[src/rtl/regfile_pkg.sv]
`default_nettype none
// ============================================================================
// Module      : regfile_pkg
// Description : Shared constants and address-qualification helper for the
//               multi-port register file (regfile_rdmux_np).
// Revision    : 1.0 - initial release
// ============================================================================
package regfile_pkg;

    // Default geometry of the integer register file.
    localparam int REGFILE_WIDTH  = 64;
    localparam int REGFILE_DEPTH  = 32;
    localparam int REGFILE_NUM_RD = 2;

    // An address names real, writable/readable storage only when it lies
    // inside the array and is not the hardwired-zero slot (DEPTH-1).
    // The same rule gates writes and qualifies reads, so both sides agree.
    function automatic logic addr_valid(
        input logic [31:0] addr,
        input int unsigned depth,
        input logic        zero_reg
    );
        return (addr < depth) && !(zero_reg && (addr == (depth - 1)));
    endfunction

endpackage : regfile_pkg
`default_nettype wire

[src/rtl/regfile_rd_port.sv]
`default_nettype none
// ============================================================================
// Module      : regfile_rd_port
// Description : One registered read port of the register file: DEPTH:1
//               operand select with out-of-range / zero-register zeroing,
//               optional same-edge write forwarding, and a 1-cycle output
//               register that holds its data while the port is idle.
// Config      : REGFILE_BYPASS_EN - when defined, a same-edge write to the
//               address being read is forwarded to the output register.
// Revision    : 1.0 - initial release
// ============================================================================
module regfile_rd_port
    import regfile_pkg::*;
#(
    parameter int WIDTH    = REGFILE_WIDTH,
    parameter int DEPTH    = REGFILE_DEPTH,
    parameter int ZERO_REG = 1,
    parameter int AW       = $clog2(DEPTH)
) (
    input  logic             clk,
    input  logic             reset_n,
    input  logic [WIDTH-1:0] mem [DEPTH],
    input  logic             wr_en,
    input  logic [AW-1:0]    wr_addr,
    input  logic [WIDTH-1:0] wr_data,
    input  logic             rd_en,
    input  logic [AW-1:0]    rd_addr,
    output logic [WIDTH-1:0] rd_data,
    output logic             rd_valid
);

    logic             rd_addr_ok;
    logic [WIDTH-1:0] sel_data;

    assign rd_addr_ok = addr_valid(32'(rd_addr), DEPTH, ZERO_REG != 0);

`ifdef REGFILE_BYPASS_EN
    logic fwd_hit;

    // Forward only to a real register: the zero slot and out-of-range
    // indices must keep reading 0 even while a write targets them.
    assign fwd_hit = wr_en && (wr_addr == rd_addr) &&
                     addr_valid(32'(wr_addr), DEPTH, ZERO_REG != 0);
`else
    // Write-port inputs only matter when forwarding is compiled in.
    logic bypass_unused;
    assign bypass_unused = ^{wr_en, wr_addr, wr_data};
`endif

    // Operand select: stored value, zero for invalid indices, or forwarded write data.
    always_comb begin
        sel_data = '0;
        if (rd_addr_ok) begin
            sel_data = mem[rd_addr];
        end
`ifdef REGFILE_BYPASS_EN
        if (fwd_hit) begin
            sel_data = wr_data;
        end
`endif
    end

    // Output register: capture on request, otherwise hold data and drop valid.
    always_ff @(posedge clk or negedge reset_n) begin
        if (!reset_n) begin
            rd_data  <= '0;
            rd_valid <= 1'b0;
        end else begin
            rd_valid <= rd_en;
            if (rd_en) begin
                rd_data <= sel_data;
            end
        end
    end

endmodule : regfile_rd_port
`default_nettype wire

[src/rtl/regfile_rdmux_np.sv]
`default_nettype none
// ============================================================================
// Module      : regfile_rdmux_np
// Description : Parametrised multi-port register file. One write port,
//               NUM_RD independent registered read ports (1-cycle latency),
//               optional hardwired-zero register at index DEPTH-1.
// Config      : REGFILE_BYPASS_EN - when defined, read ports forward a
//               same-edge write to the address they read (write-through);
//               otherwise they return the pre-write contents.
// Revision    : 1.0 - initial release
// ============================================================================
module regfile_rdmux_np
    import regfile_pkg::*;
#(
    parameter int WIDTH    = REGFILE_WIDTH,
    parameter int DEPTH    = REGFILE_DEPTH,
    parameter int NUM_RD   = REGFILE_NUM_RD,
    parameter int ZERO_REG = 1,
    parameter int AW       = $clog2(DEPTH)
) (
    input  logic                    clk,
    input  logic                    reset_n,
    input  logic                    wr_en,
    input  logic [AW-1:0]           wr_addr,
    input  logic [WIDTH-1:0]        wr_data,
    input  logic [NUM_RD-1:0]       rd_en,
    input  logic [NUM_RD*AW-1:0]    rd_addr,
    output logic [NUM_RD*WIDTH-1:0] rd_data,
    output logic [NUM_RD-1:0]       rd_valid
);

    logic [WIDTH-1:0] mem [DEPTH];
    logic             wr_ok;

    // Writes beyond the array or into the zero slot are silently dropped,
    // which also keeps the zero slot at its reset value of 0.
    assign wr_ok = wr_en && addr_valid(32'(wr_addr), DEPTH, ZERO_REG != 0);

    // Storage array: async clear, single write port.
    always_ff @(posedge clk or negedge reset_n) begin
        if (!reset_n) begin
            for (int i = 0; i < DEPTH; i++) begin
                mem[i] <= '0;
            end
        end else if (wr_ok) begin
            mem[wr_addr] <= wr_data;
        end
    end

    // One independent read port per requester; all see the same storage.
    for (genvar p = 0; p < NUM_RD; p++) begin : g_rd_port
        regfile_rd_port #(
            .WIDTH    (WIDTH),
            .DEPTH    (DEPTH),
            .ZERO_REG (ZERO_REG),
            .AW       (AW)
        ) u_rd_port (
            .clk      (clk),
            .reset_n  (reset_n),
            .mem      (mem),
            .wr_en    (wr_en),
            .wr_addr  (wr_addr),
            .wr_data  (wr_data),
            .rd_en    (rd_en[p]),
            .rd_addr  (rd_addr[p*AW +: AW]),
            .rd_data  (rd_data[p*WIDTH +: WIDTH]),
            .rd_valid (rd_valid[p])
        );
    end

endmodule : regfile_rdmux_np
`default_nettype wire

[config.mk]
export PLATFORM = sky130hd
export DESIGN_NAME = regfile_rdmux_np
export DESIGN_NICKNAME = d
export VERILOG_FILES = /design/src/rtl/regfile_pkg.sv /design/src/rtl/regfile_rd_port.sv /design/src/rtl/regfile_rdmux_np.sv
export SDC_FILE = /design/constraint.sdc
export NUM_CORES = 2
export LEC_CHECK = 0
export CAP_MARGIN = 25
export CORE_MARGIN = 5
export CORE_UTILIZATION = 50
export DETAILED_ROUTE_END_ITERATION = 12
export PLACE_DENSITY = 0.66
export SYNTH_ARGS = -nofsm -noshare
export SYNTH_HDL_FRONTEND = slang
export SYNTH_SLANG_ARGS = --single-unit
[constraint.sdc]
create_clock -name clk -period 3.4 [get_ports clk]
set_input_delay 0.51 -clock clk [delete_from_list [all_inputs] [get_ports clk]]
set_output_delay 0.51 -clock clk [all_outputs]
set_load 0.05 [all_outputs]
==> metrics.md <==
| Metric | Value |
|---|---|
| Main flop type after synthesis | `dfrtp_1` |
| Die ar. | `0.235 mm^2` |
| Drt drc | `0` |
| Worst setup EP type | `output pin` |
| Worst hold slack | `0.0762 ns` |
| Largest stage delay on the critical path | `0.92 ns` |
| # rows | `174` |
| Vias/cell | `6.84` |
| Worst Setup Start Kind | `register` |
| WS Path Type | `reg2out` |
| Share of layout cells above drive strength 1 | `0.441` |
| GP Congestion | `0.838` |
| Reg-to-reg slack, setup | `1.35 ns` |
| DP Wirelength | `225000 um` |
| Yosys reg bits | `2178` |
| H-tree levels | `4` |
| Clock transition at path regs | `0.07 ns` |
| I/O pin cnt | `214` |
| Worst Path Buf+Inv | `1` |
| Die X-Extent | `485 um` |
| Largest net degree at the start of global routing | `139` |
| Max cap viols | `0` |
| First-pass GRT wire length | `552000 um` |
| Synth top area cells | `dfrtp_1, mux2_2, mux4_2` |
| Cell total after placement | `10.5k` |
| CTS buffer count | `231` |
| Max_slew headroom | `0.261` |
| Commonest non-fill, non-tap cell in the layout | `dfrtp_1` |
| Maximum vdd drop | `0.570 mV` |
| Worst EP required | `2.89 ns` |
| RSZ-0062 raised after global routing | `no` |
| Cell variety after synth | `46` |
| Largest fanout on the critical path | `2` |
| Port-buffer cells | `213` |
| Starting Density | `0.502` |
| Delay-heaviest family, CP | `buffers and inverters` |
| Die Y-Extent | `485 um` |
| Clock tree from TritonCTS | `done` |
| Root Buffer | `clkbuf_16` |
| Setup TNS | `0 ns` |
| Worst hold path type | `in2reg` |
| Clock buffer depth | `3` |
| CP Cell Sequence | `clkdlybuf4s50_1` |
| Yosys warning total | `0` |
| Final core utilization | `0.573` |
| Worst slew pin tran | `1.10 ns` |
| EDFF count, synth | `0` |
| Max-slew violation count | `0` |
| Avg Cell Area, Syn | `14.5 um^2` |
| Met2 wire len | `174000 um` |
| Sink Count | `2178` |
| Slowest-stage cell, CP | `clkdlybuf4s50_1` |
| Fmax | `342 MHz` |
| Synth top area share | `0.484` |
| Total grt overflow | `0` |
| Via Count | `74.9k` |
| Most frequent cells in the layout | `dfrtp_1, mux2_2, mux2i_1` |
| Worst-Skew Late Latency | `0.89 ns` |
| Final Skew | `0.0305 ns` |
| Post-Synthesis Cells | `7783` |
| # resized after CTS | `0` |
| Initial antenna violation count | `25` |
| Final worst path period share | `0.859` |
| Met3 wire len | `33400 um` |
| Aggregate global-route resource usage | `0.318` |
| Tmin final | `2.92 ns` |
| Synth Net Count | `7867` |
| Number of global-route vias before repair | `78.0k` |
| Post-synth ARST share | `1.00` |
| Seq/Total Area, Yosys | `0.484` |
| Leakage power | `56.7 nW` |
| Critical path arrival | `2.41 ns` |
| CTS Hold Bufs | `1` |
| Setup repair bufs after CTS | `0` |
| Core area | `0.224 mm^2` |
| Status | `finished clean` |
| M1 wire length | `153000 um` |
| Routed Antenna Nets | `0` |
| Initial DRT Pass Iterations | `6` |
| Synthesized cell area | `0.113 mm^2` |
| Wirelength per Cell | `34.4 um` |
| Setup-failing EPs final | `0` |
| Initial DRC count | `7607` |
| WL final | `377000 um` |
| Nets | `7825` |
| Uppermost layer routed | `met5` |
| PwrDens | `596 mW/mm^2` |
| Final count of hold timing violations | `0` |
| Yosys top cell by area | `dfrtp_1` |
| Area growth syn-to-layout | `14.1%` |
| Final Non-Filler Cells | `10.9k` |
==> stage by stage <==
stage          setup slack, ns  total power [mW]  instance area, um^2
2_1_floorplan             1.10              45.0               113000
3_3_place_gp             0.277              49.5               120000
3_5_place_dp             0.263              50.3               120000
4_1_cts                  0.410              76.8               128000
5_1_grt                  0.397              79.7               128000
6_report                 0.479              76.6               129000
==> report_power, final <==
group	total (mW)	leakage, nW	switching, mW	internal [mW]
clock network	26.5	3.99	11.1	15.5
registers	34.6	27.9	3.81	30.8
logic	15.5	24.8	6.79	8.69
total	76.6	56.7	21.7	54.9
==> cell type report <==
type	count	area (um^2)
fill	17600	95900
sequential	2178	54500
multi-input combinational	4645	54300
timing repair buffer	618	7700
clock buffer	327	6780
tap	2992	3740
clock inverter	106	1220
inverter	67	255
antenna	16	40.0
==> cell families (layout without fill, tap and decap cells) <==
family	Yosys count	after routing	synth area share
flip-flops	2178	2178	0.484
AO/OA/AOI/OAI	972	972	0.0656
buffers and inverters	960	1118	0.0378
AND/OR/NAND/NOR	224	224	0.00911
other	0	16	0
multiplexers	3449	3449	0.404
==> registers in the layout (all words and copies together) (netlist names) <==
name	cells
mem	2048
g_rd_port.u_rd_port.rd_data	128
g_rd_port.u_rd_port.rd_valid	2
==> synth_stat cells (2+ instances only) <==
cell / count
mux4_2: 675
a2111oi_0: 65
nand3b_1: 6
nand2_1: 123
a211oi_1: 65
nor3b_1: 4
nand3_1: 35
nor2_1: 16
mux2i_1: 774
o221ai_1: 98
a21o_1: 2
dfrtp_1: 2178
mux2_2: 1953
buf_4: 55
a31oi_1: 18
nand4_1: 9
buf_1: 27
o32ai_1: 63
clkbuf_1: 580
and2_1: 3
o21ai_0: 11
o211ai_1: 8
a22oi_1: 145
a21oi_1: 130
nor2_2: 10
buf_2: 205
nor2b_1: 11
o22ai_1: 77
a32oi_1: 14
a221o_1: 14
a21bo_1: 14
a22o_1: 189
a41oi_1: 26
nand2b_1: 2
buf_6: 26
inv_1: 67
mux2_1: 47
o21ai_1: 30
==> path summary, 6_finish.rpt <==
path	cells after the start	endpoint	from
max	1	rd_data[0]	g_rd_port[0].u_rd_port.rd_data[0]
min in group asynchronous	2	mem[1586]	reset_n
max reg2reg	4	g_rd_port[1].u_rd_port.rd_data[50]	mem[1586]
min reg2reg	0	mem[63]	mem[63]
min	2	g_rd_port[1].u_rd_port.rd_valid	rd_en[1]
max in group asynchronous	3	mem[328]	reset_n
==> layer usage <==
metal | vias to the layer above | GRT usage
li1 | 30000 | -
met1 | 40300 | 0.440
met2 | 3605 | 0.494
met3 | 921 | 0.0689
met4 | 18 | 0.124
met5 | - | 0
Power figures use the tool's default switching activity.
